==> config.mk <==
export PLATFORM = sky130hd
export DESIGN_NAME = program_feeder_flat
export DESIGN_NICKNAME = d
export VERILOG_FILES = /design/src/rtl/program_feeder_if.sv /design/src/rtl/program_feeder.sv /design/src/flat_wrapper.sv
export SDC_FILE = /design/constraint.sdc
export NUM_CORES = 1
export LEC_CHECK = 0
export ABC_CLOCK_PERIOD_IN_PS = 9300
export CAP_MARGIN = 20
export CELL_PAD_IN_SITES_DETAIL_PLACEMENT = 1
export CELL_PAD_IN_SITES_GLOBAL_PLACEMENT = 1
export CORE_UTILIZATION = 55
export DETAILED_ROUTE_END_ITERATION = 8
export PLACE_DENSITY_LB_ADDON = 0.1
export SYNTH_ARGS = -nofsm -noshare
export SYNTH_HDL_FRONTEND = slang
export SYNTH_SLANG_ARGS = --single-unit
==> constraint.sdc <==
create_clock -name Clock_50MHz -period 9.3 [get_ports Clock_50MHz]
set_clock_uncertainty 0.2 [all_clocks]
set_input_delay 1.395 -clock Clock_50MHz [delete_from_list [all_inputs] [get_ports Clock_50MHz]]
set_output_delay 1.395 -clock Clock_50MHz [all_outputs]
set_load 0.005 [all_outputs]
==> src/rtl/program_feeder_if.sv <==
// Bus bundle between the program feeder and its controller / processor side.
// The feeder uses the slave modport; the driving environment uses master.
interface program_feeder_if #(
    parameter int DEPTH = 16
);
    localparam int AW = $clog2(DEPTH);

    logic          Load_En;
    logic [AW-1:0] Load_Addr;
    logic [9:0]    Load_Data;
    logic [AW:0]   Prog_Len;
    logic          Start;
    logic          Done_In;
    logic [9:0]    Data_Out;
    logic          Step_Clock;
    logic          Busy;
    logic          Finished;
    logic          Error;
    logic [AW-1:0] PC;
    logic [AW:0]   Instr_Count;

    modport master (
        output Load_En, Load_Addr, Load_Data, Prog_Len, Start, Done_In,
        input  Data_Out, Step_Clock, Busy, Finished, Error, PC, Instr_Count
    );

    modport slave (
        input  Load_En, Load_Addr, Load_Data, Prog_Len, Start, Done_In,
        output Data_Out, Step_Clock, Busy, Finished, Error, PC, Instr_Count
    );
endinterface

==> src/rtl/program_feeder.sv <==
// Program feeder: presents stored words to the processor's switch inputs and
// generates fixed-width clock pulses, advancing when the processor reports Done.
module program_feeder #(
    parameter int DEPTH        = 16,
    parameter int PULSE_CYCLES = 1000,
    parameter int GAP_CYCLES   = 1000,
    parameter int MAX_STEPS    = 3
) (
    input logic            Clock_50MHz,
    input logic            Reset,
    program_feeder_if.slave bus
);
    localparam int AW   = $clog2(DEPTH);
    localparam int CMAX = (PULSE_CYCLES > GAP_CYCLES) ? PULSE_CYCLES : GAP_CYCLES;
    localparam int CW   = $clog2(CMAX + 1);
    localparam int SW   = $clog2(MAX_STEPS + 2);

    typedef enum logic [2:0] {
        S_IDLE, S_SETUP, S_HIGH, S_DECIDE, S_FINISHED, S_ERROR
    } state_t;

    state_t        state_q, state_d;
    logic [CW-1:0] cnt_q, cnt_d;
    logic [SW-1:0] step_q, step_d;
    logic [AW:0]   len_q, len_d;
    logic [AW-1:0] pc_q, pc_d;
    logic [AW:0]   icount_q, icount_d;
    logic [9:0]    data_q, data_d;
    logic          done_seen_q, done_seen_d;
    logic          step_clock_q, step_clock_d;
    logic          busy_q, busy_d;
    logic          finished_q, finished_d;
    logic          error_q, error_d;

    logic [9:0]    mem [DEPTH];

    logic [AW-1:0] pc_inc;
    logic [AW:0]   pc_inc_ext;
    logic [SW-1:0] step_inc;
    logic          is_ld;

    // Writes only land while no run is in progress; contents survive reset.
    always_ff @(posedge Clock_50MHz) begin
        if (bus.Load_En && !busy_q)
            mem[bus.Load_Addr] <= bus.Load_Data;
    end

    assign pc_inc     = pc_q + 1'b1;
    assign pc_inc_ext = {1'b0, pc_q} + 1'b1;
    assign step_inc   = step_q + 1'b1;
    assign is_ld      = (data_q[9:8] == 2'b00) && (data_q[3:0] == 4'h0);

    always_comb begin
        state_d     = state_q;
        cnt_d       = cnt_q;
        step_d      = step_q;
        len_d       = len_q;
        pc_d        = pc_q;
        icount_d    = icount_q;
        data_d      = data_q;
        done_seen_d = done_seen_q;

        case (state_q)
            S_IDLE, S_FINISHED, S_ERROR: begin
                if (bus.Start) begin
                    pc_d     = '0;
                    icount_d = '0;
                    step_d   = '0;
                    cnt_d    = '0;
                    if (bus.Prog_Len == '0) begin
                        state_d = S_FINISHED;
                    end else begin
                        len_d   = (bus.Prog_Len > (AW+1)'(DEPTH)) ? (AW+1)'(DEPTH) : bus.Prog_Len;
                        data_d  = mem[0];
                        state_d = S_SETUP;
                    end
                end
            end
            S_SETUP: begin
                if (cnt_q == CW'(GAP_CYCLES - 1)) begin
                    cnt_d       = '0;
                    done_seen_d = (step_q == '0) ? 1'b0 : bus.Done_In;
                    state_d     = S_HIGH;
                end else begin
                    cnt_d = cnt_q + 1'b1;
                end
            end
            S_HIGH: begin
                if (cnt_q == CW'(PULSE_CYCLES - 1)) begin
                    cnt_d   = '0;
                    state_d = S_DECIDE;
                end else begin
                    cnt_d = cnt_q + 1'b1;
                end
            end
            S_DECIDE: begin
                // A load word at T0 pulls in its data word before Done is considered.
                if (step_q == '0 && is_ld) begin
                    if (pc_inc_ext >= len_q) begin
                        state_d = S_ERROR;
                    end else begin
                        pc_d    = pc_inc;
                        data_d  = mem[pc_inc];
                        step_d  = SW'(1);
                        state_d = S_SETUP;
                    end
                end else if (done_seen_q) begin
                    icount_d = icount_q + 1'b1;
                    pc_d     = pc_inc;
                    if (pc_inc_ext == len_q) begin
                        state_d = S_FINISHED;
                    end else begin
                        data_d  = mem[pc_inc];
                        step_d  = '0;
                        state_d = S_SETUP;
                    end
                end else begin
                    step_d  = step_inc;
                    state_d = (step_inc > SW'(MAX_STEPS)) ? S_ERROR : S_SETUP;
                end
            end
            default: state_d = S_IDLE;
        endcase

        step_clock_d = (state_d == S_HIGH);
        busy_d       = (state_d == S_SETUP) || (state_d == S_HIGH) || (state_d == S_DECIDE);
        finished_d   = (state_d == S_FINISHED);
        error_d      = (state_d == S_ERROR);
    end

    always_ff @(posedge Clock_50MHz or posedge Reset) begin
        if (Reset) begin
            state_q      <= S_IDLE;
            cnt_q        <= '0;
            step_q       <= '0;
            len_q        <= '0;
            pc_q         <= '0;
            icount_q     <= '0;
            data_q       <= '0;
            done_seen_q  <= 1'b0;
            step_clock_q <= 1'b0;
            busy_q       <= 1'b0;
            finished_q   <= 1'b0;
            error_q      <= 1'b0;
        end else begin
            state_q      <= state_d;
            cnt_q        <= cnt_d;
            step_q       <= step_d;
            len_q        <= len_d;
            pc_q         <= pc_d;
            icount_q     <= icount_d;
            data_q       <= data_d;
            done_seen_q  <= done_seen_d;
            step_clock_q <= step_clock_d;
            busy_q       <= busy_d;
            finished_q   <= finished_d;
            error_q      <= error_d;
        end
    end

    assign bus.Data_Out    = data_q;
    assign bus.Step_Clock  = step_clock_q;
    assign bus.Busy        = busy_q;
    assign bus.Finished    = finished_q;
    assign bus.Error       = error_q;
    assign bus.PC          = pc_q;
    assign bus.Instr_Count = icount_q;
endmodule

==> src/flat_wrapper.sv <==
// flat-port wrapper written by rule: the top's interface ports become plain ports
module program_feeder_flat 
#(
    parameter int DEPTH        = 16,
    parameter int PULSE_CYCLES = 1000,
    parameter int GAP_CYCLES   = 1000,
    parameter int MAX_STEPS    = 3
)
  (Clock_50MHz, Reset, bus_Load_En, bus_Load_Addr, bus_Load_Data, bus_Prog_Len, bus_Start, bus_Done_In, bus_Data_Out, bus_Step_Clock, bus_Busy, bus_Finished, bus_Error, bus_PC, bus_Instr_Count);
  program_feeder_if #(.DEPTH(DEPTH)) bus_i ();
  input logic Clock_50MHz;
  input logic Reset;
  input wire logic [$bits(bus_i.Load_En)-1:0] bus_Load_En;
  input wire logic [$bits(bus_i.Load_Addr)-1:0] bus_Load_Addr;
  input wire logic [$bits(bus_i.Load_Data)-1:0] bus_Load_Data;
  input wire logic [$bits(bus_i.Prog_Len)-1:0] bus_Prog_Len;
  input wire logic [$bits(bus_i.Start)-1:0] bus_Start;
  input wire logic [$bits(bus_i.Done_In)-1:0] bus_Done_In;
  output wire logic [$bits(bus_i.Data_Out)-1:0] bus_Data_Out;
  output wire logic [$bits(bus_i.Step_Clock)-1:0] bus_Step_Clock;
  output wire logic [$bits(bus_i.Busy)-1:0] bus_Busy;
  output wire logic [$bits(bus_i.Finished)-1:0] bus_Finished;
  output wire logic [$bits(bus_i.Error)-1:0] bus_Error;
  output wire logic [$bits(bus_i.PC)-1:0] bus_PC;
  output wire logic [$bits(bus_i.Instr_Count)-1:0] bus_Instr_Count;
  assign bus_i.Load_En = bus_Load_En;
  assign bus_i.Load_Addr = bus_Load_Addr;
  assign bus_i.Load_Data = bus_Load_Data;
  assign bus_i.Prog_Len = bus_Prog_Len;
  assign bus_i.Start = bus_Start;
  assign bus_i.Done_In = bus_Done_In;
  assign bus_Data_Out = bus_i.Data_Out;
  assign bus_Step_Clock = bus_i.Step_Clock;
  assign bus_Busy = bus_i.Busy;
  assign bus_Finished = bus_i.Finished;
  assign bus_Error = bus_i.Error;
  assign bus_PC = bus_i.PC;
  assign bus_Instr_Count = bus_i.Instr_Count;
  program_feeder #(.DEPTH(DEPTH), .PULSE_CYCLES(PULSE_CYCLES), .GAP_CYCLES(GAP_CYCLES), .MAX_STEPS(MAX_STEPS)) u_core (.Clock_50MHz(Clock_50MHz), .Reset(Reset), .bus(bus_i));
endmodule
==> flow_metrics.tcl, run 1 <==
set metrics [dict create \
    r2r_end "u_core.bus.Data_Out[0]" \
    grt_use_total 0.2535 \
    pwr-share-seq 0.492 \
    cts_hold_buffers 0 \
    drv_cap 0 \
    placementRows 45 \
    final_area_um2 10100 \
    htree_levels 1 \
    worstMarginPinSlew_ns 0.9669 \
    yosysSeqAreaShare 0.6891 \
    p_sw_frac 0.2407 \
    crit_path_end_kind "register" \
    routabilityCongestion 0.8806 \
    routedWlPerCell_um 23.79 \
    setup_viol_count_final 0 \
    cts_resized 0 \
    drt_iter0_markers 316 \
    p_leak_nw 3.501 \
    cts_buffers 22 \
    postCtsSetupBuffers 0 \
    fill_cells 1315 \
    fin_tns_setup_ns 0 \
    yosys_warnings 0 \
    final_cells 806 \
    layout.nets 614 \
    firstDrtPassIters 4 \
    grt-ovfl-total 0 \
    vias 4708 \
    p_int_mw 1.684 \
    p_comb_frac 0.116 \
    power.switching_uw 533.7 \
    async_reset_ff_frac 0.2195 \
    synth-main-ff-cell "edfxtp_1" \
    hold_path.startpoint "u_core.len_q[0]" \
    rrSetupSlack_ns 5.36 \
    min_period_ns 3.937 \
    clkPwrFrac 0.393 \
    min_to "u_core.len_q[0]" \
    coreArea_um2 15260 \
    root_buffer "clkbuf_16" \
    antenna_left 0 \
    crit_path_start_kind "register" \
    fin_ws_ns 5.363 \
    antenna_found_initial 0 \
    dpl-instance-area_um2 9319 \
    critPathRequiredTime_ns 9.48 \
    netlist_area_um2 8607 \
    wl_mm 19.17 \
    r2r-start "u_core.bus.PC[0]" \
    avgSynthCellArea_um2 16.75 \
    hpwl_mm 12.91 \
    path_max_fanout 41 \
    fin_crit_sh 0.4234 \
    portBuffers 46 \
    grt_pass1_vias 5244 \
    syn_to_final_growth_pct 17.36 \
    yosysUniqueCellTypes 54 \
    dp_slack_ns 5.364 \
    drcViolationCount 0 \
    multi_input_area_um2 2505 \
    cp_data_arrival_time_ns 4.12 \
    status "complete, no violations" \
    ios 47 \
    vias_per_cell 5.841 \
    final_hold_viol_count 0 \
    seq_area_um2 5932 \
    vdd_drop_max_mv 0.1596 \
    clock_path_buffers 3 \
    synth_enable_flop_cells 160 \
    cts.sink_count 205 \
    syn_nets 549 \
    path_clk_slew_ns 0.06 \
    worstSetupPathType "register to register" \
    start_util 0.5641 \
    grt_max_degree 46 \
    synthCells 514 \
    die_width_um 127.1 \
    hold_path_depth 2 \
    hold_path_class "register to register" \
    antenna_cells 0 \
    grt_pass1_wl_mm 29.84 \
    max_slew_margin 0.3530 \
    insertion_delay_ns 0.52 \
    fmax_ghz 0.2540 \
    rsz0062_at_grt "no" \
    power_density_nw_per_um2 219.5 \
    synth_seq_cells 205 \
    slew_violations 0 \
    drive_gt1_frac 0.1748 \
    dp_cells 762 \
    die_area_um2 16150 \
    cts_tree "yes" \
    r2r_cells 11 \
    fp.dieH_um 127.1 \
]
-- layer usage --
metal / vias up / GRT usage / wire length (µm)
met5: - / 0 / 0
met4: 0 / 0.09244 / 429
met3: 33 / 0.04188 / 950
met2: 127 / 0.4334 / 9983
met1: 2403 / 0.3320 / 7811
li1: 2145 / - / -
-- synthesized netlist by cell type, types with 2 or more instances --
cell type / count / area (µm²)
a211oi_1: 5 / 37.54
nand4_1: 3 / 18.77
nand2_1: 35 / 131.4
inv_1: 17 / 63.81
o31ai_1: 3 / 22.52
a2111o_1: 2 / 22.52
nor2b_1: 5 / 31.28
nand3_1: 11 / 55.05
ha_1: 11 / 137.6
edfxtp_1: 160 / 4805
o21ai_0: 22 / 110.1
o21ai_1: 9 / 45.04
and3_1: 7 / 43.79
mux2_1: 2 / 22.52
xnor2_1: 3 / 26.28
mux4_2: 49 / 1104
mux2i_1: 10 / 100.1
nand2b_1: 6 / 37.54
dfrtp_1: 45 / 1126
xor2_1: 5 / 43.79
buf_2: 8 / 40.04
nor2_1: 31 / 116.4
nor3_1: 6 / 30.03
buf_1: 2 / 7.510
o31a_1: 2 / 17.52
clkbuf_1: 5 / 18.77
a31oi_1: 4 / 25.02
buf_4: 4 / 30.03
and2_1: 4 / 25.02
a21oi_1: 7 / 35.03
a22o_1: 3 / 26.28
nand3b_1: 6 / 45.04
-- power by group through the flow --
stage                     sequential (mW)  combinational [mW]  clock, mW
final                                1.09               0.256      0.870
after global routing                 1.10               0.287      0.913
after CTS                            1.09               0.258      0.888
after detailed placement             1.11               0.252          0
after global placement               1.11               0.240          0
after floorplan                      1.09               0.142          0
-- critical path, stage by stage, from the launching register on --
cell and delay [ns]:
dfrtp_2 0.47, buf_4 0.65, nand3_1 0.24, xor2_2 0.66, inv_1 0.11, ha_1 0.22, a2111o_1 0.43, nand4_1 0.18
o211ai_1 0.14, buf_4 0.23, a211oi_1 0.22, a21oi_1 0.06
-- registers in the layout, indices dropped and copies added, names as in the netlist --
register	cells
u_core.len_q	5
u_core.bus.Data_Out	10
u_core.mem	160
u_core.state_q	3
u_core.done_seen_q	1
u_core.cnt_q	10
u_core.bus.Finished	1
u_core.bus.PC	4
u_core.bus.Error	1
u_core.bus.Step_Clock	1
u_core.step_q	3
u_core.bus.Busy	1
u_core.bus.Instr_Count	5
-- cells by family (layout without fill, tap and decap cells) --
kind of cell               count (synthesis)  count (layout)  synth area share
DFF                                      205             205            0.6891
and+or+nand+nor                          125             125           0.07225
AOI/OAI and AO/OA                         65              65           0.04841
muxes                                     61              61            0.1425
buffers and inverters                     37             118           0.01992
adders and majority gates                 11              11           0.01599
xor gates and xnor gates                  10              10           0.01192
-- metrics by stage --
stage	hold slack [ns]	utilization	power, mW
finish	0.2848	0.6620	2.217
global route	0.3286	0.6620	2.298
CTS	0.2910	0.6590	2.237
detailed placement	0.2776	0.6107	1.361
global placement	0.2743	0.6085	1.346
floorplan	0.2419	-	1.233
-- cells in the final DEF, fill, tap and decap left out, types with 7 or more instances in the layout --
| cell | n |
|---|---|
| dfrtp_1 | 44 |
| nand3_1 | 11 |
| inv_1 | 16 |
| and3_1 | 7 |
| mux4_2 | 49 |
| o21ai_0 | 22 |
| clkdlybuf4s50_1 | 46 |
| ha_1 | 11 |
| nand2_1 | 35 |
| nor2_1 | 31 |
| o21ai_1 | 9 |
| buf_4 | 8 |
| a21oi_1 | 7 |
| buf_6 | 7 |
| edfxtp_1 | 160 |
| clkbuf_16 | 22 |
| mux2i_1 | 10 |
-- worst max-delay path by stage --
| stage | endpoint | cells after the start | slack (ns) | start |
|---|---|---|---|---|
| final | u_core.bus.Data_Out[0] | 11 | 5.36 | u_core.bus.PC[0] |
| after global routing | u_core.step_q[0] | 10 | 4.98 | u_core.bus.PC[0] |
| after CTS | u_core.bus.Data_Out[0] | 11 | 5.31 | u_core.bus.PC[0] |
| after detailed placement | u_core.bus.Data_Out[0] | 11 | 5.36 | u_core.bus.PC[0] |
| after global placement | u_core.bus.Data_Out[0] | 11 | 5.47 | u_core.bus.PC[0] |
| after floorplan | u_core.mem[8][0] | 3 | 6.03 | bus_Load_En |
-- final cells by class --
type,instances,area share
tap,211,0.02614
multi-input combinational,272,0.2480
inverter,17,0.006317
clock buffer,26,0.05599
timing repair buffer,61,0.05933
sequential,205,0.5873
clock inverter,14,0.01697
Power figures use the tool's default switching activity.
==> run 2, diff against run 1 <==
ABC_CLOCK_PERIOD_IN_PS = 3250   (was 9300)
CORE_UTILIZATION = 46   (was 55)
clock period = 3.25 ns   (was 9.3 ns; I/O delays follow)
==> run 2 against run 1 <==
  * The flow now finishes with violations (DRC)
  * Power grew to 2.9 times the previous value
  * Register-to-register slack lost 4.9 ns
  * Combinational power increased to 2.9 times the previous value
  * Utilization is 9.9 points lower
  * First-iteration DRC count is 18% lower
  * Final cell count increased by 4.2%
  * Non-clock buffer count is 16 higher
  * Critical path type unchanged
  * Critical endpoint is now u_core.bus.Data_Out[3]
  * Largest cell class unchanged
  * Highest routed layer unchanged
==> flow_metrics.tcl, run 2 (synthesized netlist as in run 1, its figures left out) <==
set metrics [dict create \
    status "finished, violations left" \
    violations "DRC" \
    drcViolationCount 6 \
    cp_data_arrival_time_ns 2.96 \
    routedWlPerCell_um 23.65 \
    r2r-start "u_core.step_q[0]" \
    p_leak_nw 3.581 \
    vias_per_cell 5.745 \
    cts.sink_count 205 \
    critPathRequiredTime_ns 3.42 \
    r2r_cells 9 \
    syn_to_final_growth_pct 18.80 \
    drv_cap 0 \
    regMostFlops "u_core.mem" \
    hold_path_class "input port to asynchronous set/reset pin" \
    hpwl_mm 13.05 \
    fp.dieH_um 138.8 \
    cts_hold_buffers 0 \
    fin_tns_setup_ns 0 \
    grt_use_met3 0.03315 \
    antenna_left 0 \
    crit_path_end_kind "register" \
    slew_violations 0 \
    grt_use_total 0.2173 \
    max_slew_margin 0.4888 \
    rrSetupSlack_ns 0.46 \
    placementRows 49 \
    final_common_cell "edfxtp_1" \
    use_met2 0.3860 \
    drt_iter0_markers 258 \
    coreArea_um2 18150 \
    path_max_fanout 9 \
    final_core_util 0.5634 \
    cp_slowest_stage_delay_ns 0.46 \
    vias 4826 \
    portBuffers 46 \
    antenna_found_initial 0 \
    fin_crit_sh 0.8570 \
    setup_viol_count_final 0 \
    die_width_um 138.8 \
    final_hold_viol_count 0 \
    antenna_cells 0 \
    drive_gt1_frac 0.1948 \
    fmax_ghz 0.3591 \
    crit_path_start_kind "register" \
    layout.nets 630 \
    layout_common_cells "edfxtp_1, mux4_2, clkdlybuf4s50_1" \
    r2r_end "u_core.bus.Data_Out[3]" \
    path_clk_slew_ns 0.06 \
    cpMaxStageDelayCell "nor4b_1" \
    cts_tree "yes" \
    grt-ovfl-total 0 \
    power_density_nw_per_um2 621.4 \
    worstMarginPinSlew_ns 0.7597 \
    cts_buffers 22 \
    rsz0062_at_grt "no" \
    clock_path_buffers 3 \
    routabilityCongestion 0.8097 \
    wl_mm 19.86 \
    insertion_delay_ns 0.51 \
    top_usage_layer "met2" \
    grt_use_met1 0.2751 \
    grt_pass1_wl_mm 31.24 \
    vdd_drop_max_mv 0.4989 \
    die_area_um2 19260 \
    postCtsSetupBuffers 0 \
    fill_cells 1677 \
    grt_max_degree 44 \
    worstSetupPathType "register to register" \
    grt_pass1_vias 5332 \
    crit_chain "inv_1, ha_1, nor4b_1, a211oi_1, a31oi_1, o211ai_1, buf_4, nand2_1, o21ai_1" \
    start_util 0.4743 \
    firstDrtPassIters 7 \
    cts_resized 0 \
    largest_reg_flops 160 \
    htree_levels 1 \
    ios 47 \
    root_buffer "clkbuf_16" \
    min_period_ns 2.785 \
]
==> run 2: where the power goes <==
| group | internal (mW) | total (mW) | switching [mW] |
|---|---|---|---|
| Sequential | 2.99 | 3.11 | 0.125 |
| Combinational | 0.345 | 0.754 | 0.409 |
| Clock | 1.48 | 2.49 | 1.00 |
==> run 2: critical path, delay by kind of cell (launching register included) <==
family	cells	cell delay (ns)
AO/OA/AOI/OAI	4	0.97
AND/OR/NAND/NOR	2	0.53
flip-flops	1	0.44
buffers and inverters	2	0.36
adder cells (fa/ha/maj)	1	0.17
==> run 2: through the flow <==
stage | power, mW | hold WS [ns] | cells | area [µm²] | worst slack [ns]
2_1_floorplan | 3.529 | 0.2419 | 514 | 8607 | 0.3116
3_3_place_gp | 3.881 | 0.2793 | 800 | 9505 | 0.4889
3_5_place_dp | 3.923 | 0.2851 | 800 | 9505 | 0.4376
4_1_cts | 6.430 | 0.1643 | 840 | 10220 | 0.4738
5_1_grt | 6.607 | 0.2245 | 840 | 10220 | 0.1892
6_report | 6.354 | 0.1567 | 840 | 10220 | 0.4649
==> run 2: how the worst max path moves through the flow <==
stage | depth (start not counted) | to | slack (ns) | from
6_report | 9 | u_core.bus.Data_Out[3] | 0.46 | u_core.step_q[0]
3_3_place_gp | 8 | u_core.bus.Data_Out[9] | 0.49 | bus_Prog_Len[0]
5_1_grt | 9 | u_core.bus.Data_Out[4] | 0.19 | u_core.step_q[0]
3_5_place_dp | 8 | u_core.bus.Data_Out[3] | 0.44 | bus_Prog_Len[1]
4_1_cts | 11 | u_core.bus.Data_Out[3] | 0.47 | u_core.bus.PC[0]
2_1_floorplan | 12 | u_core.bus.Data_Out[0] | 0.31 | u_core.bus.PC[0]
==> run 2: routing by layer <==
metal	vias up	wire, µm
met4	0	476
met5	-	0
li1	2176	-
met2	96	10430
met3	37	712
met1	2517	8242
==> run 2: final cells by class <==
type                       count  area [µm²]  share of cell area
inverter                      17       63.81            0.006241
tap                          229       286.5             0.02802
clock inverter                15       157.7             0.01542
clock buffer                  25       561.8             0.05494
timing repair buffer          77       718.2             0.07024
sequential                   205        5932              0.5802
multi-input combinational    272        2505              0.2450
